==> config.mk <==
export PLATFORM = sky130hd
export DESIGN_NAME = secuenciador_registro
export DESIGN_NICKNAME = d
export VERILOG_FILES = /design/src/rtl/secuenciador_pkg.sv /design/src/rtl/secuenciador_registro_contador_ciclos.sv /design/src/rtl/secuenciador_registro.sv
export SDC_FILE = /design/constraint.sdc
export NUM_CORES = 1
export LEC_CHECK = 0
export ABC_AREA = 1
export CORE_ASPECT_RATIO = 2
export CORE_MARGIN = 1
export CORE_UTILIZATION = 38
export DETAILED_ROUTE_END_ITERATION = 10
export HOLD_SLACK_MARGIN = 0.03
export PLACE_DENSITY = 0.69
export SLEW_MARGIN = 40
export SYNTH_ARGS = -nofsm -noshare
export SYNTH_HDL_FRONTEND = slang
export SYNTH_HIERARCHICAL = 1
export SYNTH_SLANG_ARGS = --single-unit
==> constraint.sdc <==
create_clock -name CLK -period 1.7 [get_ports CLK]
set_clock_uncertainty 0.2 [all_clocks]
set_input_delay 0.255 -clock CLK [delete_from_list [all_inputs] [get_ports CLK]]
set_output_delay 0.255 -clock CLK [all_outputs]
set_load 0.01 [all_outputs]
==> src/rtl/secuenciador_pkg.sv <==
// Shared definitions for the shift-register command sequencer.
//   - MODO_* : mode encodings understood by the 4-bit universal shift register.
//   - estado_e : sequencer FSM states.
//   - CNT_W_DEF / RCO_W_DEF : default widths of the cycle count and RCO event counter.
package secuenciador_pkg;

  localparam logic [1:0] MODO_IZQ   = 2'b00;  // shift left
  localparam logic [1:0] MODO_DER   = 2'b01;  // shift right
  localparam logic [1:0] MODO_ROT   = 2'b10;  // rotate
  localparam logic [1:0] MODO_CARGA = 2'b11;  // parallel load

  localparam int unsigned CNT_W_DEF = 4;
  localparam int unsigned RCO_W_DEF = 8;

  typedef enum logic [1:0] {
    IDLE = 2'd0,
    RUN  = 2'd1,
    FIN  = 2'd2
  } estado_e;

endpackage

==> src/rtl/secuenciador_registro_contador_ciclos.sv <==
// contador_ciclos: loadable down-counter holding the remaining ENB cycles of a command.
// Ports:
//   clk_i, rst_ni : clock, asynchronous active-low reset
//   load_i        : load value_i (takes priority over dec_i)
//   value_i       : cycle count to load
//   dec_i         : decrement by one (stops at zero)
//   es_uno_o      : remaining count equals 1
module contador_ciclos #(
  parameter int unsigned CNT_W = 4
) (
  input  logic             clk_i,
  input  logic             rst_ni,
  input  logic             load_i,
  input  logic [CNT_W-1:0] value_i,
  input  logic             dec_i,
  output logic             es_uno_o
);

  logic [CNT_W-1:0] cnt_d, cnt_q;

  always_comb begin
    cnt_d = cnt_q;
    if (load_i) begin
      cnt_d = value_i;
    end else if (dec_i && (cnt_q != '0)) begin
      cnt_d = cnt_q - CNT_W'(1);
    end
  end

  always_ff @(posedge clk_i or negedge rst_ni) begin
    if (!rst_ni) begin
      cnt_q <= '0;
    end else begin
      cnt_q <= cnt_d;
    end
  end

  assign es_uno_o = (cnt_q == CNT_W'(1));

endmodule

==> src/rtl/secuenciador_registro.sv <==
// secuenciador_registro: command sequencer that drives ENB/MODO/D of a 4-bit universal
// shift register. A command (mode, data, cycle count) is accepted over CMD_VALID/CMD_READY,
// ENB is held high for exactly the commanded number of clocks, then DONE pulses for one
// cycle and Q_LAST captures the register's Q at the end of that cycle. RCO_CNT counts
// (saturating) the RCO-high cycles seen while the command was active.
// Ports:
//   CLK, RST_N                       : clock, asynchronous active-low reset
//   ABORT                            : early termination (only with SECUENCIADOR_ABORT_EN)
//   CMD_VALID/CMD_READY              : command handshake
//   CMD_MODO, CMD_D, CMD_CNT         : command mode, parallel data, ENB cycle count
//   ENB, MODO, D                     : shift-register controls
//   Q, RCO                           : shift-register outputs
//   DONE, Q_LAST, RCO_CNT            : completion report
// Optional feature: define SECUENCIADOR_ABORT_EN to add the ABORT input.
module secuenciador_registro
  import secuenciador_pkg::*;
#(
  parameter int unsigned CNT_W = CNT_W_DEF,
  parameter int unsigned RCO_W = RCO_W_DEF
) (
  input  logic             CLK,
  input  logic             RST_N,
`ifdef SECUENCIADOR_ABORT_EN
  input  logic             ABORT,
`endif
  input  logic             CMD_VALID,
  output logic             CMD_READY,
  input  logic [1:0]       CMD_MODO,
  input  logic [3:0]       CMD_D,
  input  logic [CNT_W-1:0] CMD_CNT,
  output logic             ENB,
  output logic [1:0]       MODO,
  output logic [3:0]       D,
  input  logic [3:0]       Q,
  input  logic             RCO,
  output logic             DONE,
  output logic [3:0]       Q_LAST,
  output logic [RCO_W-1:0] RCO_CNT
);

  estado_e          state_d, state_q;
  logic             cmd_ready_d, cmd_ready_q;
  logic             enb_d, enb_q;
  logic [1:0]       modo_d, modo_q;
  logic [3:0]       d_d, d_q;
  logic             done_d, done_q;
  logic [3:0]       q_last_d, q_last_q;
  logic [RCO_W-1:0] rco_cnt_d, rco_cnt_q;

  logic cnt_load, cnt_dec, cnt_es_uno;
  logic abort;
  logic aceptar;

`ifdef SECUENCIADOR_ABORT_EN
  assign abort = ABORT;
`else
  assign abort = 1'b0;
`endif

  // cmd_ready_q is only ever set while idle, so it alone qualifies the handshake.
  assign aceptar = CMD_VALID & cmd_ready_q;

  contador_ciclos #(
    .CNT_W (CNT_W)
  ) u_contador_ciclos (
    .clk_i    (CLK),
    .rst_ni   (RST_N),
    .load_i   (cnt_load),
    .value_i  (CMD_CNT),
    .dec_i    (cnt_dec),
    .es_uno_o (cnt_es_uno)
  );

  always_comb begin
    state_d     = state_q;
    cmd_ready_d = cmd_ready_q;
    enb_d       = enb_q;
    modo_d      = modo_q;
    d_d         = d_q;
    done_d      = 1'b0;
    q_last_d    = q_last_q;
    rco_cnt_d   = rco_cnt_q;
    cnt_load    = 1'b0;
    cnt_dec     = 1'b0;

    unique case (state_q)
      IDLE: begin
        // Ready rises one edge after reset release and after each completion.
        cmd_ready_d = 1'b1;
        enb_d       = 1'b0;
        if (aceptar) begin
          modo_d      = CMD_MODO;
          d_d         = CMD_D;
          rco_cnt_d   = '0;
          cnt_load    = 1'b1;
          cmd_ready_d = 1'b0;
          if (CMD_CNT != '0) begin
            state_d = RUN;
            enb_d   = 1'b1;
          end else begin
            state_d = FIN;
            done_d  = 1'b1;
          end
        end
      end
      RUN: begin
        cnt_dec = 1'b1;
        if (cnt_es_uno || abort) begin
          state_d = FIN;
          enb_d   = 1'b0;
          done_d  = 1'b1;
        end
      end
      FIN: begin
        // Q here reflects the register after its last enabled edge.
        q_last_d    = Q;
        state_d     = IDLE;
        cmd_ready_d = 1'b1;
      end
      default: begin
        state_d     = IDLE;
        enb_d       = 1'b0;
        cmd_ready_d = 1'b0;
      end
    endcase

    if ((state_q == RUN || state_q == FIN) && RCO && (rco_cnt_q != '1)) begin
      rco_cnt_d = rco_cnt_q + RCO_W'(1);
    end
  end

  always_ff @(posedge CLK or negedge RST_N) begin
    if (!RST_N) begin
      state_q     <= IDLE;
      cmd_ready_q <= 1'b0;
      enb_q       <= 1'b0;
      modo_q      <= MODO_IZQ;
      d_q         <= '0;
      done_q      <= 1'b0;
      q_last_q    <= '0;
      rco_cnt_q   <= '0;
    end else begin
      state_q     <= state_d;
      cmd_ready_q <= cmd_ready_d;
      enb_q       <= enb_d;
      modo_q      <= modo_d;
      d_q         <= d_d;
      done_q      <= done_d;
      q_last_q    <= q_last_d;
      rco_cnt_q   <= rco_cnt_d;
    end
  end

  assign CMD_READY = cmd_ready_q;
  assign ENB       = enb_q;
  assign MODO      = modo_q;
  assign D         = d_q;
  assign DONE      = done_q;
  assign Q_LAST    = q_last_q;
  assign RCO_CNT   = rco_cnt_q;

endmodule

; Yosys cells after proc, flatten, opt, wreduce, memory -nomap -nowiden
; Index checks and enable logic that the tools add are counted.
; W data, S select, Z words.
[word_totals]
regBits = 27
output_inout_bits = 21
latchBits = 0
ram_bits = 0
memories = 0
romBits = 0
input_bits = 18
[op_classes]
n_shift = 0
n_lt_le_gt_ge = 0
addsub = 2
n_mux = 22
mul = 0
div = 0
eq_ne = 6
n_reduce_logical = 14
bitwise_logic = 2
[ops]
columns = op, count
row1 = $mux W8, 3
row2 = $mux W1, 10
row3 = $add A8 B1 Y8 const B, 1
row4 = $mux W4, 2
row5 = $ne A8 B8 Y1 const B, 1
row6 = $reduce_and A2 Y1, 4
row7 = $reduce_bool A4 Y1, 2
row8 = $mux W2, 3
row9 = $pmux W1 S3, 2
row10 = $reduce_bool A2 Y1, 3
row11 = $eq A4 B1 Y1 const B, 1
row12 = $ne A2 B2 Y1 const B, 2
row13 = $pmux W2 S2, 1
row14 = $sub A4 B1 Y4 const B, 1
row15 = $logic_and A1 B1 Y1, 3
row16 = $eq A2 B1 Y1 const B, 1
row17 = $eq A2 B2 Y1 const B, 1
row18 = $logic_not A2 Y1, 1
row19 = $pmux W1 S2, 1
row20 = $and A1 B1 Y1, 1
row21 = $logic_or A1 B1 Y1, 1
row22 = $not A1 Y1, 1

; Longest topological paths before layout
[depth]
word_depth = 6
mapped_depth = 9

; Modules after synthesis
; Netlist, hierarchy kept.
[by_module_without_submodules]
columns = mod, area_per_inst_um2, instances, cells_per_inst, seq_area_each_um2
row1 = secuenciador_registro, 1158.6, 1, 141, 575.6
row2 = contador_ciclos, 281.5, 1, 37, 100.1

; Worst setup path before layout
; No wires, ideal clock.
[synth_path]
kind = register -> register
startpoint = register state_q[0]
endpoint = register rco_cnt_q[2], in the netlist RCO_CNT[2]
t_required_ps = 1379
synth_period_minus_slack_ps = 1501
path_stages_with_launch = 9
setup_ps = 121
arrival_ps = 1181
path_slack_ps = 199
n_path_buf = 1
path_cell_list = dfrtp_1 > inv_1 > ha_1 > inv_2 > nor2_8 > inv_4 > buf_6 > nand3_1 > nand2_1
[synth_between]
elab_chain_cells = 6
word_cells_on_any_way = 10
classes_between = eq/ne: 2 / mux: 1 / reduce/logical: 7
[synth_lines]
columns = element, line
row1 = "start, declared", secuenciador_registro.sv:41  ; estado_e state_d, state_q;
row2 = "start signal, assigned", secuenciador_registro.sv:143  ; state_q <= state_d;
row3 = $eq A2 B1 Y1 / $eq A2 B2 Y1 (equally long branches), secuenciador_registro.sv:127  ; if ((state_q == RUN || state_q == FIN) && RCO && (rco_cnt_q != '1)) begin
row4 = $logic_or A1 B1 Y1, secuenciador_registro.sv:127
row5 = $logic_and A1 B1 Y1 (2 in series), secuenciador_registro.sv:127
row6 = $reduce_bool A2 Y1 (no source line), --
row7 = $reduce_and A2 Y1 (no source line), --
row8 = "end signal, assigned", secuenciador_registro.sv:150  ; rco_cnt_q <= rco_cnt_d;
row9 = "end, declared", secuenciador_registro.sv:48  ; logic [RCO_W-1:0] rco_cnt_d, rco_cnt_q;
; Several ways; a longest one is shown, not always the timed one.
; A chain may end at the register's enable or synchronous reset.

; Final worst setup path
[layout_path]
startpoint = register d_q[3], in the netlist D[3]
endpoint = output port D[3]
[layout_lines]
columns = element, line
row1 = "start, declared", secuenciador_registro.sv:45  ; logic [3:0] d_d, d_q;
row2 = "start signal, assigned", secuenciador_registro.sv:138  ; d_q <= '0;
row3 = "start signal, assigned", secuenciador_registro.sv:147  ; d_q <= d_d;
row4 = "end, declared", secuenciador_registro.sv:33  ; output logic [3:0] D,
; No word-level cell between the ends.

==> flow_summary.json <==
{
  "finalSetupViolations": 0,
  "slew_violations": 0,
  "fin_nets": 253,
  "ys.flop_type": "dfrtp_1",
  "combinationalPowerShare_pct": 50.2,
  "grt_use_met1_pct": 19.7,
  "max_freq_ghz": 0.605,
  "crit_start": "D[3]",
  "cts_max_level": 1,
  "antenna_found_initial": 0,
  "wl_per_cell_um": 11.8,
  "ir_drop_mv": 0.679,
  "coreArea_um2": 3610,
  "cts_max_path_buffers": 2,
  "pre_cts_ws_ns": 0.0605,
  "rows": 31,
  "die_w_um": 45.5,
  "async_flop_share_pct": 100,
  "layout_common_cells": "68 x nand2_1, 33 x clkdlybuf4s50_1, 25 x dfrtp_1, 18 x nand3_1, 16 x inv_1",
  "p_int_mw": 1.68,
  "cp.buffers_inverters": 1,
  "die_y_um": 89.1,
  "path_cells": "clkdlybuf4s50_1",
  "grt_max_degree": 28,
  "dr.pass1.iters": 4,
  "cp.arrival_ns": 1.20,
  "swShare_pct": 40.3,
  "drt-vias-per-instance": 4.66,
  "mostFrequentLayoutCell": "nand2_1",
  "slowest_delay_ns": 0.54,
  "initial_utilization_pct": 39.9,
  "drt.antenna.violating_nets": 0,
  "routabilityCongestion": 0.870,
  "grtUsageMet2_pct": 34.7,
  "drt-total-wl_um": 3260,
  "final_cells": 277,
  "drc": 0,
  "worstPathMaxFanout": 2,
  "grt.total_usage_pct": 18.6,
  "fin_ws_ns": 0.0482,
  "num_antenna_cells": 0,
  "drv_cap": 0,
  "nFillCells": 368,
  "seq_power_share_pct": 36.7,
  "synth.top_cell.area_share_pct": 46.9,
  "netSwitchingPower_mw": 1.13,
  "synth_area_per_cell_um2": 8.09,
  "synth_area_leaders": "dfrtp_1 47%, nand2_1 18%, nand3_1 6.3%",
  "crit_required_ns": 1.24,
  "dp_cells": 268,
  "min_path_type": "in -> async",
  "post-synth-top-area-cell": "dfrtp_1",
  "grt_pass1_vias": 1265,
  "end_kind": "primary output",
  "numPortBuffers": 38,
  "cp-start-kind": "register",
  "rsz0062_at_grt": "false",
  "worstMarginPinSlew_ns": 0.346,
  "ys_ff_latch": 27,
  "drt-initial-drc-count": 24,
  "dp_hpwl_um": 2480,
  "critPathTopFamily": "buffers and inverters",
  "crit_type": "reg -> out",
  "grt_overflow": 0,
  "fp.dieArea_um2": 4050,
  "powerDensity_nw_per_um2": 1410,
  "relSlewSlack_pct": 76.9,
  "clock_latency_ns": 0.27,
  "min_period_ns": 1.65,
  "synth_edf_count": 0,
  "grt_pass1_wl_um": 5460,
  "io_pins": 39,
  "cts-root-buf": "clkbuf_8",
  "p_leak_nw": 1.01,
  "vias": 1290,
  "crit_slowest_cell": "clkdlybuf4s50_1",
  "seq_area_frac_synth_pct": 46.9,
  "fin_setup_tns_ns": 0,
  "drive_gt1_share_pct": 13.6,
  "syn_area_um2": 1440,
  "r2r-start": "state_q[0]",
  "top_usage_layer": "met2",
  "synthDistinctLibCells": 26,
  "yosysWarnings": 6,
  "multi_input_area_um2": 693,
  "syn_to_final_growth_pct": 38.7,
  "cts_sinks": 27,
  "clk_pin_slew_ns": 0.09,
  "status": "complete, no violations",
  "cts_made_buffers": 3,
  "seq_area_um2": 678,
  "met3_usage_pct": 1.82,
  "synthCells": 178,
  "cts_tree": "yes",
  "hold_viol": 0,
  "syn-num-nets": 202,
  "finalCritPeriodShare_pct": 97.2,
  "power.clock.fraction_pct": 13.2
}
[sequential cells by signal, indices dropped and copies added (netlist names)]
name,count
state_q,2
RCO_CNT,8
CMD_READY,1
DONE,1
Q_LAST,4
u_contador_ciclos/cnt_q,4
ENB,1
MODO,2
D,4
[synth_stat cells (2+ instances only)]
cell	count
ha_1	6
nand2_1	69
o21ai_0	7
o21ai_1	2
nand3_2	2
nor2_1	8
nand2_2	5
nand3_1	18
dfrtp_1	27
xor2_1	2
nor2_4	2
inv_1	16
[timing repair]
item | in CTS | in global routing
gates resized for setup | 5 | 5
pin swaps | 0 | 0
cloned | 0 | 0
endpoints found under the setup margin | 6 | 8
hold buffers | 0 | 0
buffers inserted | 3 | 2
[area by class of cell]
class,instances,share of cell area (%)
clock buffer,3,2.07
clock inverter,1,0.250
inverter,18,3.51
multi-input combinational,132,34.7
sequential,27,33.9
tap,49,3.07
timing repair buffer,47,22.5
[final timing paths]
path                                               to  slack [ns]  depth (start not counted)
min in group CLK                            Q_LAST[3]        0.28                          2
hold reg to reg                             Q_LAST[3]        0.28                          2
setup / recovery                                 D[3]        0.05                          1
setup reg to reg           u_contador_ciclos/cnt_q[0]        0.12                          8
max in group asynchronous                  RCO_CNT[5]        0.88                          2
hold / removal                             RCO_CNT[7]        0.14                          2
[routing by layer]
metal / vias up / part of all wire, %
li1: 661 / -
met5: - / 0
met3: 4 / 1.8
met1: 600 / 40
met2: 25 / 56
met4: 0 / 1.9
[power groups by stage]
stage | Sequential (mW) | Clock, mW | Combinational, mW
floorplan | 1.10 | 0 | 0.747
global route | 1.06 | 0.406 | 1.60
global placement | 1.03 | 0 | 1.40
detailed placement | 1.04 | 0 | 1.43
CTS | 1.03 | 0.386 | 1.42
finish | 1.03 | 0.370 | 1.41
[cell families (layout without fill, tap and decap cells)]
group | after synthesis | in the layout | share of synthesized area, %
adders and majority gates | 6 | 6 | 5.21
xor gates and xnor gates | 2 | 2 | 1.22
AOI/OAI and AO/OA | 14 | 14 | 5.47
DFF | 27 | 27 | 46.9
buffers and inverters | 19 | 69 | 5.65
and+or+nand+nor | 110 | 110 | 35.5
[metrics by stage]
stage	power, mW	cell area (µm²)	util, %	hold slack, ns
floorplan	1.85	1440	-	-0.241
global placement	2.43	1900	52.7	0.253
detailed placement	2.47	1900	52.7	0.258
CTS	2.84	1970	54.6	0.157
global route	3.06	2000	55.4	0.181
finish	2.81	2000	55.4	0.144
No activity file was read; power rests on OpenSTA's default activity.
